File: src/rtl/dfp_mem_arbiter.sv
// Round-robin arbiter sharing one line-wide memory port between the I-cache and
// D-cache DFPs, with a single outstanding transaction and routed responses.
module dfp_mem_arbiter #(
  parameter int LINE_W  = 256,
  parameter int TIMEOUT = 1023
) (
  input  logic              clk,
  input  logic              rst,
  input  logic [31:0]       i_dfp_addr,
  input  logic              i_dfp_read,
  output logic [LINE_W-1:0] i_dfp_rdata,
  output logic [31:0]       i_dfp_raddr,
  output logic              i_dfp_resp,
  input  logic [31:0]       d_dfp_addr,
  input  logic              d_dfp_read,
  input  logic              d_dfp_write,
  input  logic [LINE_W-1:0] d_dfp_wdata,
  output logic [LINE_W-1:0] d_dfp_rdata,
  output logic              d_dfp_resp,
  output logic [31:0]       mem_addr,
  output logic              mem_read,
  output logic              mem_write,
  output logic [LINE_W-1:0] mem_wdata,
  input  logic [LINE_W-1:0] mem_rdata,
  input  logic [31:0]       mem_raddr,
  input  logic              mem_resp,
  output logic              timeout_err
);

  localparam int TW = $clog2(TIMEOUT + 1);
  localparam logic [TW-1:0] TMAX = TW'(TIMEOUT);

  typedef enum logic [1:0] {IDLE, I_BUSY, D_RD, D_WR} state_t;

  state_t            state, state_nxt;
  logic              last_d, last_d_nxt;
  logic              grant;
  logic              i_req, d_req;
  logic              busy;
  logic [31:0]       addr_p1;
  logic [LINE_W-1:0] wdata_p1;
  logic [TW-1:0]     timer;

  assign i_req = i_dfp_read;
  assign d_req = d_dfp_read | d_dfp_write;
  assign busy  = (state != IDLE);

  always_ff @(posedge clk or posedge rst) begin
    if (rst) begin
      state  <= IDLE;
      last_d <= 1'b1;
    end else begin
      state  <= state_nxt;
      last_d <= last_d_nxt;
    end
  end

  // last_d resets high so the I-cache wins the first tie.
  always_comb begin
    state_nxt  = state;
    last_d_nxt = last_d;
    grant      = 1'b0;
    case (state)
      IDLE: begin
        if (i_req && (!d_req || last_d)) begin
          state_nxt  = I_BUSY;
          last_d_nxt = 1'b0;
          grant      = 1'b1;
        end else if (d_req) begin
          state_nxt  = d_dfp_write ? D_WR : D_RD;
          last_d_nxt = 1'b1;
          grant      = 1'b1;
        end
      end
      I_BUSY, D_RD, D_WR: begin
        if (mem_resp) state_nxt = IDLE;
      end
      default: state_nxt = IDLE;
    endcase
  end

  // Grant stage: latch the winning transaction so requesters may drop inputs.
  always_ff @(posedge clk or posedge rst) begin
    if (rst) begin
      addr_p1  <= '0;
      wdata_p1 <= '0;
    end else if (grant) begin
      addr_p1 <= (state_nxt == I_BUSY) ? {i_dfp_addr[31:5], 5'b0}
                                       : {d_dfp_addr[31:5], 5'b0};
      if (state_nxt == D_WR) wdata_p1 <= d_dfp_wdata;
    end
  end

  // Timer saturates so the sticky flag cannot be missed by wraparound.
  always_ff @(posedge clk or posedge rst) begin
    if (rst) begin
      timer       <= '0;
      timeout_err <= 1'b0;
    end else begin
      if (grant) timer <= '0;
      else if (busy && !mem_resp && timer != TMAX) timer <= timer + 1'b1;
      if (busy && timer == TMAX) timeout_err <= 1'b1;
    end
  end

  assign mem_read  = (state == I_BUSY) || (state == D_RD);
  assign mem_write = (state == D_WR);
  assign mem_addr  = addr_p1;
  assign mem_wdata = wdata_p1;

  assign i_dfp_resp  = (state == I_BUSY) && mem_resp;
  assign d_dfp_resp  = ((state == D_RD) || (state == D_WR)) && mem_resp;
  assign i_dfp_rdata = mem_rdata;
  assign i_dfp_raddr = mem_raddr;
  assign d_dfp_rdata = mem_rdata;

endmodule

File: config.mk
export PLATFORM = sky130hd
export DESIGN_NAME = dfp_mem_arbiter
export DESIGN_NICKNAME = d
export VERILOG_FILES = /design/src/rtl/dfp_mem_arbiter.sv
export SDC_FILE = /design/constraint.sdc
export NUM_CORES = 1
export LEC_CHECK = 0
export BUFFER_PORTS_ARGS = -buffer_cell sky130_fd_sc_hd__buf_4
export CAP_MARGIN = 30
export CORE_AREA = 3 3 561 563
export DETAILED_ROUTE_END_ITERATION = 10
export DIE_AREA = 0 0 564 566
export HOLD_SLACK_MARGIN = 0.05
export SLEW_MARGIN = 30
export SYNTH_ARGS = -nofsm -noshare
export SYNTH_HDL_FRONTEND = slang
export SYNTH_SLANG_ARGS = --single-unit
File: constraint.sdc
create_clock -name clk -period 20.9 [get_ports clk]
set_input_delay 2.09 -clock clk [delete_from_list [all_inputs] [get_ports clk]]
set_output_delay 2.09 -clock clk [all_outputs]
set_load 0.03 [all_outputs]
# --- Word level (Yosys, flattened, before mapping) ---
# Index checks and enable logic that the tools add are counted.
op_classes:
  add_sub_neg: 1
  eq_ne: 7
  muxes: 13
  bitwise: 1
  reduce_logical: 18
op_table:
  columns: ["operator", "n"]
  rows:
  - ["32-bit 2-to-1 mux", 1]
  - ["10-bit 2-to-1 mux", 2]
  - ["10-bit by 1-bit adder with 10-bit output, second input constant", 1]
  - ["10-bit == test, second input constant", 1]
  - ["10-bit != test, second input constant", 1]
  - ["2-bit == test, second input constant", 3]
  - ["1-bit logical AND", 6]
  - ["1-bit 2-to-1 mux", 6]
  - ["2-bit 2-to-1 mux", 3]
  - ["2-bit nonzero test", 3]
  - ["2-bit by 1-bit == test with 1-bit output, second input constant", 2]
  - ["2-bit one-hot mux with 2 select lines", 1]
  - ["2-bit AND reduction", 2]
  - ["1-bit logical OR", 3]
  - ["3-bit OR reduction", 1]
  - ["1-bit zero test", 2]
  - ["2-bit zero test", 1]
  - ["1-bit bitwise OR", 1]
word_totals:
  register_bits: 302
  in_bits: 614
  output_inout_bits: 837
  wordCells: 46

# --- Depth between registers and ports, before layout ---
# Gate-level depths: netlist of the first run.
depth:
  ltp_word: 8
  ltp_mapped: 9

# --- Least setup slack after synthesis of the first run ---
# No wires, ideal clock.
synth_path:
  path_type: "input to output"
  from: "input mem_resp"
  to: "output i_dfp_resp"
  arrival_ns: 2.366
  t_required_ns: 18.810
  path_slack_ns: 16.444
  cell_stages: 1
  cell_sequence: "and2_1"
synth_via:
  elab_chain_len: 1
synth_lines:
  columns: ["element", "line_no", "source"]
  rows:
  - ["start: declaration", "26", "input logic mem_resp,"]
  - ["1-bit logical AND", "111", "assign i_dfp_resp = (state == I_BUSY) && mem_resp;"]
  - ["end: declaration", "13", "output logic i_dfp_resp,"]
# No other way between the ends.

# --- Final worst setup path of the first run ---
# Same ends and word-level chain as after synthesis.

==> results of run 1 <==
[area by class of cell]
class                           instances  area share
Tap cell                             4120      0.2267
Sequential cell                       297      0.3268
Timing Repair Buffer                  615      0.2060
Antenna cell                           20    0.002201
Multi-Input combinational cell        437      0.1802
Clock buffer                           52     0.04632
Inverter                                7    0.001485
Clock inverter                         16     0.01029
[per-layer routing]
| metal | share of wire | vias to the layer above | GRT usage |
|---|---|---|---|
| li1 | - | 4138 | - |
| met1 | 0.27 | 5048 | 0.08523 |
| met2 | 0.42 | 1598 | 0.1615 |
| met3 | 0.25 | 426 | 0.1207 |
| met4 | 0.051 | 10 | 0.04742 |
| met5 | 0.0030 | - | 0.01265 |
[worst max-delay path, stage by stage]
cell    delay, ns
buf_4        0.15
and2_1       0.15
buf_4        0.16
[cells in the mapped netlist (all sizes together)]
cell type    n
buf        583
dfrtp      296
mux2       256
o2111ai     54
nand2       37
nand3       31
clkbuf      20
inv          7
a21oi        6
ha           5
nor2         4
o21ai        4
o31ai        4
or3          4
a211oi       2
and2         2
mux2i        2
nand2b       2
nor3         2
or2          2
or4          2
a31oi        1
a32o         1
and3         1
conb         1
dfstp        1
nand4        1
nor2b        1
nor3b        1
o211a        1
o21a         1
o21bai       1
o311ai       1
o31a         1
o41ai        1
xnor2        1
[power breakdown]
group          leakage, nW  internal, W  switching, W  total (W)
Combinational         4.49     0.000621       0.00150    0.00212
Clock                0.629     0.000407      0.000295   0.000702
Sequential            3.59     0.000861      0.000154    0.00101
[logic make-up after synthesis]
| logic type | share of synthesized area |
|---|---|
| buf+inv | 0.2838 |
| mux | 0.1809 |
| flops | 0.4633 |
| simple gates | 0.02706 |
| compound gates | 0.04024 |
| xor+xnor | 0.0005460 |
| other cells | 0.0002337 |
| fa+ha+maj | 0.003899 |
[flip-flops by register name, summed over array words and instances, names as in the netlist]
signal / cells
last_d: 1
mem_addr: 27
mem_wdata: 256
state: 2
timeout_err: 1
timer: 10
[placed cells by master, fill, tap and decap left out, types with 3 or more instances in the layout]
| cell | n |
|---|---|
| buf_4 | 610 |
| diode_2 | 20 |
| clkbuf_16 | 38 |
| bufinv_16 | 4 |
| nand2_1 | 36 |
| nor2_1 | 4 |
| clkinv_2 | 6 |
| mux2_2 | 16 |
| o21ai_0 | 4 |
| o2111ai_1 | 54 |
| mux2_1 | 240 |
| nand3_1 | 31 |
| or3_1 | 3 |
| ha_1 | 4 |
| clkbuf_1 | 9 |
| conb_1 | 5 |
| inv_1 | 5 |
| dfrtp_1 | 296 |
| o31ai_1 | 3 |
| clkbuf_8 | 5 |
| a21oi_1 | 6 |
[per-stage QoR]
stage          instance area, um2  std cells  hold WS (ns)
3_3_place_gp                21350       5474        0.4685
3_5_place_dp                21370       5475        0.4633
6_report                    22740       5564        0.4830
5_1_grt                     22740       5561        0.5027
4_1_cts                     22660       5543        0.4898
2_1_floorplan               16060       1344        0.4794
[worst max-delay path by stage]
| stage | start | end |
|---|---|---|
| 4_1_cts | mem_resp | i_dfp_resp |
| 3_5_place_dp | d_dfp_read | mem_wdata[62] |
| 6_report | mem_resp | i_dfp_resp |
| 3_3_place_gp | d_dfp_read | mem_wdata[62] |
| 5_1_grt | mem_resp | i_dfp_resp |
| 2_1_floorplan | rst | mem_addr[10] |
==> impl_metrics.py, run 1 <==
metrics = {
    "outcome": {
        "status": "finished, final reports clean",
    },
    "timing": {
        "fin_skew_ns": 0.02658,
        "final_max_slew_viol_count": 0,
        "period_share": 0.2226,
        "worstMarginPinSlew_ns": 1.069,
        "setup_slack_ns": 16.25,
        "fmax_mhz": 214.9,
        "maxSlewHeadroom": 0.2876,
        "setup_tns_ns": 0,
        "fin_crit_ns": 4.653,
        "setup_viol": 0,
        "hold_viol_final": 0,
        "rsz0062_at_grt": "false",
    },
    "power_and_ir_drop": {
        "power_w": 0.003840,
        "p_leak_nw": 8.707,
        "powerDensity_mw_per_mm2": 168.8,
        "ir_worst_vdd_mv": 0.05470,
    },
    "flow_run": {
        "cap_violations": 0,
    },
    "cts": {
        "cts_hold_buf": 0,
        "post_cts_resized": 0,
        "clkSlewWorstSetupHoldPaths_ns": 0.07,
        "cts_root_buffer": "clkbuf_16",
        "cts_setup_buffers": 0,
        "cts_tree": "done",
        "clock_path_buffers": 3,
        "cts_num_sinks": 297,
        "clock_latency_ns": 0.62,
        "cts_max_level": 2,
        "numCtsBuffers": 38,
    },
    "global_routing": {
        "grt-ovfl-total": 0,
        "antenna_found_initial": 119,
        "grt_pass1_wl_mm": 203.4,
        "grt_pass1_vias": 11050,
        "grt_max_degree": 132,
        "grt_util_all_layers": 0.1073,
    },
    "floorplan": {
        "dieArea_mm2": 0.3192,
        "core-area_mm2": 0.3094,
        "ios": 1451,
        "start_util": 0.05187,
        "die_width_um": 564,
        "die_y_um": 566,
        "row_count": 204,
    },
    "detailed_routing": {
        "ant_nets": 0,
        "routed_wl_mm": 179.2,
        "dr.pass1.iters": 5,
        "viasPerCell": 2.017,
        "wl_per_cell_um": 32.20,
        "post-route-drc-count": 0,
        "drtIter0Drc": 664,
        "vias": 11220,
    },
    "hold_path": {
        "hold_class": "reg2reg",
        "min_to": "timeout_err",
        "hold_depth": 2,
        "min-delay-start": "timeout_err",
    },
    "critical_path": {
        "critPathArrivalTime_ns": 2.56,
        "rrSetupSlack_ns": 17.39,
        "crit_path_max_fanout": 6,
        "rr_worst_depth": 8,
        "r2r-end": "mem_wdata[74]",
        "worst_r2r_startpoint": "state[1]",
        "endpoint_kind": "output port",
        "start_kind": "input pin",
        "path_class": "in2out",
        "worst-endpoint-required_ns": 18.81,
    },
    "yosys": {
        "yosysTopAreaCellShare": 0.4616,
        "synth_area_leaders": "dfrtp_1 (46%), buf_4 (26%), mux2_1 (17%)",
        "yosys.area.top_type": "dfrtp_1",
        "ys_seq_area_frac": 0.4633,
        "syn_area_per_cell_um2": 11.97,
        "synth-seq-cells": 297,
        "synthCells": 1340,
        "yosysUniqueCellTypes": 43,
        "yosysWarnings": 0,
        "syn-cell-area_mm2": 0.01605,
    },
    "placed_design": {
        "io_buffers": 603,
        "place_congestion": 0.7298,
        "hpwlAfterDp_mm": 164.9,
        "pre_cts_slack_ns": 16.03,
    },
    "finish": {
        "regArea_mm2": 0.007433,
        "fillers": 36060,
        "multi_input_area_mm2": 0.004098,
        "utilization": 0.07352,
        "num-nets-final": 2015,
        "synthToLayoutAreaGrowth_pct": 41.74,
        "drive_gt1_frac": 0.4937,
    },
}
No activity file was read; power rests on OpenSTA's default activity.
==> run 2, diff against run 1 <==
Settings changed: ABC_AREA from default to 1, CORE_AREA 3 3 561 563 to 3 3 566 568, DIE_AREA 0 0 564 566 to 0 0 569 571.
Clock period 20.9 ns to 4.7 ns, I/O delays scaled along.
==> run 2 against run 1 <==
Sequential share of layout area fell by 4.2 points. Synthesized cell count rose by 48%. Final cell count rose by 17%. Design area rose by 15%. Setup slack got worse by 15 ns. Via count rose by 26%. Critical endpoint is now mem_addr[19]. Non-clock buffer count rose by 261. Clock-buffer cell count rose by 7.
==> impl_metrics.py, run 2 <==
metrics = {
    "cts": {
        "numCtsBuffers": 45,
        "cts_num_sinks": 297,
        "cts_hold_buf": 250,
        "clkSlewWorstSetupHoldPaths_ns": 0.07,
        "cts_max_level": 2,
        "clock_path_buffers": 3,
        "cts_setup_buffers": 0,
        "cts_root_buffer": "clkbuf_16",
        "post_cts_resized": 0,
        "cts_tree": "done",
        "clock_latency_ns": 0.70,
    },
    "floorplan": {
        "row_count": 206,
        "ios": 1451,
        "die_width_um": 569,
        "start_util": 0.05227,
        "dieArea_mm2": 0.3249,
        "core-area_mm2": 0.3152,
        "die_y_um": 571,
    },
    "timing": {
        "final_max_slew_viol_count": 0,
        "setup_tns_ns": 0,
        "setup_viol": 0,
        "hold_viol_final": 0,
        "worstMarginPinSlew_ns": 0.8030,
        "fin_skew_ns": 0.05335,
        "fin_crit_ns": 3.377,
        "maxSlewHeadroom": 0.4647,
        "rsz0062_at_grt": "false",
        "fmax_mhz": 296.1,
        "period_share": 0.7185,
    },
    "hold_path": {
        "hold_class": "in2reg",
        "min_to": "mem_addr[23]",
        "min-delay-start": "i_dfp_addr[23]",
        "hold_depth": 5,
    },
    "placed_design": {
        "hpwlAfterDp_mm": 171.7,
        "place_congestion": 0.9634,
        "io_buffers": 603,
        "placed_area_mm2": 0.02199,
    },
    "global_routing": {
        "grt_pass1_vias": 13980,
        "met1_usage": 0.08176,
        "grt_pass1_wl_mm": 221.8,
        "grt_util_all_layers": 0.1130,
        "grt.busiest_layer": "met2",
        "grt_use_met3": 0.1454,
        "grt_max_degree": 112,
        "met2_usage": 0.1625,
        "antenna_found_initial": 65,
        "grt-ovfl-total": 0,
    },
    "power_and_ir_drop": {
        "p_leak_nw": 12.00,
        "ir_worst_vdd_mv": 0.2870,
        "powerDensity_mw_per_mm2": 638.0,
    },
    "flow_run": {
        "cap_violations": 0,
    },
    "yosys": {
        "synth_common_cells": "buf_4 (569), nand2_1 (374), inv_1 (332)",
        "yosysUniqueCellTypes": 26,
        "ys.flop_type": "dfrtp_1",
        "yosysTopAreaCellShare": 0.4495,
        "synth_async_sr_flop_share": 1.000,
        "synth_area_leaders": "dfrtp_1 (45%), buf_4 (26%), nand2_1 (8.5%)",
        "syn-cell-area_mm2": 0.01648,
        "syn_area_per_cell_um2": 8.285,
        "synth-seq-cells": 297,
        "yosys.cell_count.top_type": "buf_4",
        "ys_seq_area_frac": 0.4511,
        "yosysWarnings": 0,
        "synthCells": 1989,
        "synth_enable_flop_cells": 0,
        "yosys.area.top_type": "dfrtp_1",
    },
    "critical_path": {
        "r2r-end": "mem_addr[19]",
        "crit_chain": "inv_1 -> ha_1 -> nand2_1 -> clkinv_1 -> nand2_1 -> nand2_2 -> buf_4 -> nand2_2 -> buf_4 -> nand2_1 -> nand3_1 -> dlygate4sd3_1 -> nand2_1",
        "rr_worst_depth": 13,
        "rrSetupSlack_ns": 1.32,
        "cpPeakStageDelay_ns": 0.59,
        "start_kind": "register",
        "endpoint_kind": "register",
        "worst_r2r_startpoint": "state[1]",
        "crit_path_top_delay_cell": "dlygate4sd3_1",
        "path_class": "reg2reg",
        "worst-endpoint-required_ns": 5.34,
        "cp_common_cell": "nand2_1",
        "critPathArrivalTime_ns": 4.02,
        "crit_path_max_fanout": 18,
    },
    "finish": {
        "final_cell_mix": "buf_4 (619), nand2_1 (373), inv_1 (331), dfrtp_1 (296), dlygate4sd3_1 (250)",
        "final_common_cell": "buf_4",
        "num-nets-final": 2916,
        "drive_gt1_frac": 0.3056,
        "synthToLayoutAreaGrowth_pct": 58.39,
        "stdcell_area_mm2": 0.02610,
        "largest_reg_flops": 256,
    },
    "outcome": {
        "status": "finished, final reports clean",
    },
    "detailed_routing": {
        "ant_nets": 0,
        "vias": 14180,
        "dr.pass1.iters": 5,
        "post-route-drc-count": 0,
        "wl_per_cell_um": 29.35,
        "routed_wl_mm": 190.8,
        "drtIter0Drc": 1155,
        "viasPerCell": 2.181,
    },
}
-- run 2: changes by cell type after synthesis, moves of 32 or more --
cell and change:
mux2_1 -240, o21ai_1 +249, nand2_1 +337, buf_2 +38, nand3_1 +32, inv_1 +326
o2111ai_1 -54
-- run 2: power breakdown --
part / switching [W] / leakage [nW] / internal [W]
clock: 0.00158 / 0.775 / 0.00222
sequential: 0.000806 / 3.77 / 0.00366
combinational: 0.00592 / 7.46 / 0.00246
total: 0.00830 / 12.0 / 0.00835
-- run 2: cell type report --
| type | instances | area [um2] |
|---|---|---|
| diodes | 8 | 20.02 |
| clock buffers | 59 | 1250 |
| clock inverters | 24 | 332.8 |
| fillers | 36790 | 289100 |
| inverters | 339 | 1276 |
| multi-input cells | 738 | 3293 |
| flip-flops and latches | 297 | 7433 |
| well taps | 4160 | 5205 |
| repair buffers | 876 | 7289 |
-- run 2: per-layer routing --
metal / routed length [um] / share of wire
met1: 46520 / 0.24
met2: 77920 / 0.41
met3: 54420 / 0.29
met4: 11440 / 0.060
met5: 524 / 0.0027
-- run 2: worst max-delay path, delay by kind of cell (launching register included) --
kind,cells,cell delay [ns]
buffers and inverters,5,1.45
adder cells (fa/ha/maj),1,0.33
flip-flops,1,0.41
AND/OR/NAND/NOR,7,1.15
-- run 2: through the flow --
| stage | hold slack (ns) | power [W] | setup slack [ns] | std cells | util |
|---|---|---|---|---|---|
| 2_1_floorplan | 0.4600 | 0.009124 | 0.2857 | 1993 | - |
| 3_3_place_gp | 0.4689 | 0.01290 | 1.605 | 6160 | 0.06978 |
| 3_5_place_dp | 0.4638 | 0.01291 | 1.608 | 6160 | 0.06978 |
| 4_1_cts | 0.05053 | 0.01715 | 1.275 | 6493 | 0.08273 |
| 5_1_grt | 0.09410 | 0.01769 | 1.089 | 6494 | 0.08274 |
| 6_report | 0.1377 | 0.01665 | 1.323 | 6501 | 0.08280 |
-- run 2: worst max-delay path by stage --
stage / start / end / slack [ns] / cells past startpoint
6_report: state[1] / mem_addr[19] / 1.32 / 13
5_1_grt: state[1] / mem_addr[19] / 1.09 / 13
4_1_cts: state[1] / mem_addr[19] / 1.28 / 13
3_5_place_dp: state[1] / mem_addr[9] / 1.61 / 12
3_3_place_gp: state[1] / mem_addr[9] / 1.60 / 12
2_1_floorplan: rst / mem_addr[10] / 0.29 / 1
-- run 2: kinds of logic after synthesis --
group / after synthesis / synth area share
AOI/OAI and AO/OA: 267 / 0.08163
buffers and inverters: 958 / 0.3510
and+or+nand+nor: 459 / 0.1112
other: 1 / 0.0002276
xor gates and xnor gates: 2 / 0.001063
DFF: 297 / 0.4511
adders and majority gates: 5 / 0.003797
==> run 3, diff against run 2 <==
Clock period 4.7 ns to 3.4 ns, I/O delays scaled along.
==> run 3 against run 2 <==
Die area unchanged. Combinational power increased by 43%. Non-clock buffer count is 35 higher. Routed wire length is 1.8% lower. First-iteration DRC count decreased by 2.7%. Maximum frequency grew 27%. Clock skew fell by 0.028 ns. Power rose by 38%. Design area increased by 0.93%. Clock power grew 28%. Sequential power increased by 36%.
==> impl_metrics.py, run 3 (synthesized netlist as in run 2, its figures left out) <==
metrics = {
    "floorplan": {
        "row_count": 206,
        "dieArea_mm2": 0.3249,
        "ios": 1451,
        "core-area_mm2": 0.3152,
        "die_width_um": 569,
        "start_util": 0.05227,
        "die_y_um": 571,
    },
    "timing": {
        "setup_slack_ns": 0.7379,
        "setup_tns_ns": 0,
        "rsz0062_at_grt": "false",
        "hold_viol_final": 0,
        "setup_viol": 0,
        "final_max_slew_viol_count": 0,
        "worstMarginPinSlew_ns": 0.7827,
        "period_share": 0.7830,
        "maxSlewHeadroom": 0.4782,
        "fmax_mhz": 375.6,
        "fin_skew_ns": 0.02549,
        "fin_crit_ns": 2.662,
    },
    "detailed_routing": {
        "post-route-drc-count": 0,
        "ant_nets": 0,
        "routed_wl_mm": 187.4,
        "viasPerCell": 2.192,
        "drtIter0Drc": 1124,
        "wl_per_cell_um": 28.69,
        "dr.pass1.iters": 7,
        "vias": 14320,
    },
    "global_routing": {
        "grt-ovfl-total": 0,
        "antenna_found_initial": 80,
        "grt_pass1_vias": 14150,
        "grt_util_all_layers": 0.1109,
        "grt_pass1_wl_mm": 218.0,
        "grt_max_degree": 122,
    },
    "power_and_ir_drop": {
        "p_leak_nw": 12.10,
        "powerDensity_mw_per_mm2": 872.6,
        "ir_worst_vdd_mv": 0.3593,
        "clkPwrFrac": 0.212,
        "switchingPower_w": 0.01172,
        "power_frac_seq": 0.265,
        "pwr-share-comb": 0.523,
        "p_int_w": 0.01127,
        "swShare": 0.5099,
    },
    "placed_design": {
        "place_congestion": 0.9653,
        "io_buffers": 603,
        "hpwlAfterDp_mm": 168.7,
        "placed_area_mm2": 0.02201,
        "pre_cts_slack_ns": 0.7752,
        "placed_cells": 6160,
    },
    "cts": {
        "cts_max_level": 2,
        "clock_latency_ns": 0.66,
        "cts_setup_buffers": 0,
        "clkSlewWorstSetupHoldPaths_ns": 0.06,
        "cts_tree": "done",
        "post_cts_resized": 0,
        "clock_path_buffers": 3,
        "cts_num_sinks": 297,
        "cts_root_buffer": "clkbuf_16",
        "numCtsBuffers": 45,
    },
    "finish": {
        "fin_cells": 6533,
        "synthToLayoutAreaGrowth_pct": 59.87,
        "stdcell_area_mm2": 0.02634,
        "largest_reg_flops": 256,
        "final_common_cell": "buf_4",
        "final_cell_mix": "buf_4 (618), nand2_1 (373), inv_1 (331), dfrtp_1 (296), dlygate4sd3_1 (285)",
        "fillers": 36640,
        "drive_gt1_frac": 0.3000,
        "num-nets-final": 2951,
        "utilization": 0.08357,
    },
    "critical_path": {
        "crit_path_max_fanout": 119,
        "rrSetupSlack_ns": 0.74,
        "start_kind": "register",
        "path_class": "reg2reg",
        "worst-endpoint-required_ns": 3.97,
        "critPathArrivalTime_ns": 3.23,
        "endpoint_kind": "register",
    },
    "hold_path": {
        "hold_class": "in2reg",
    },
    "outcome": {
        "status": "finished, final reports clean",
    },
    "flow_run": {
        "cap_violations": 0,
    },
}
-- run 3: changes by cell type in the layout (fill, tap and decap cells not counted), sizes merged, moves of 2 or more --
cell,delta
dlygate4sd3,+35
inv,+5
bufinv,-4
clkinv,-2
diode,-2
-- run 3: power by group through the flow --
stage	logic (W)	registers (W)	clock network, W
4_1_cts	0.0124	0.00605	0.00510
5_1_grt	0.0130	0.00626	0.00518
3_3_place_gp	0.0120	0.00603	0
2_1_floorplan	0.00384	0.00877	0
6_report	0.0120	0.00609	0.00488
3_5_place_dp	0.0120	0.00606	0
-- run 3: timing repair --
action                                 in CTS  in global routing
endpoints found under the hold margin     406                  0
hold buffers                              285                  0
setup endpoints to repair                   0                  0
-- run 3: stage by stage --
| stage | total power (W) | hold slack, ns |
|---|---|---|
| 3_3_place_gp | 0.01804 | 0.3278 |
| 5_1_grt | 0.02444 | 0.1261 |
| 4_1_cts | 0.02356 | 0.05728 |
| 3_5_place_dp | 0.01810 | 0.3280 |
| 2_1_floorplan | 0.01261 | 0.4600 |
| 6_report | 0.02299 | 0.1139 |
-- run 3: metal layers --
metal | wire (um) | GRT usage | vias to the layer above
li1 | - | - | 6151
met1 | 40820 | 0.07193 | 6196
met2 | 74260 | 0.1550 | 1410
met3 | 58320 | 0.1572 | 540
met4 | 13300 | 0.06616 | 24
met5 | 733 | 0.01382 | -
-- run 3: cell type report --
type                    instances  area [um2]  area share
diodes                          6       15.01   0.0005699
clock buffers                  60        1244     0.04721
clock inverters                22       225.2    0.008549
inverters                     339        1276     0.04844
multi-input cells             738        3293      0.1250
flip-flops and latches        297        7433      0.2822
well taps                    4160        5205      0.1976
repair buffers                911        7652      0.2905
-- run 3: final timing paths --
kind,start,to,depth (start not counted)
max,state[1],mem_wdata[225],11
min,d_dfp_wdata[21],mem_wdata[21],3
max reg2reg,state[1],mem_wdata[225],11
min reg2reg,mem_addr[12],mem_addr[12],2
max in group asynchronous,rst,mem_wdata[149],4
min in group asynchronous,rst,mem_wdata[243],3
-- run 3: critical path, stage by stage (launching register included) --
cell     delay (ns)
dfrtp_1        0.41
inv_1          0.12
ha_1           0.34
inv_2          0.06
nand2_1        0.12
nand2_1        0.06
nand2_1        0.07
nand3_2        0.16
nand3_4        0.42
buf_12         0.42
nand2_1        0.11
o21ai_1        0.11
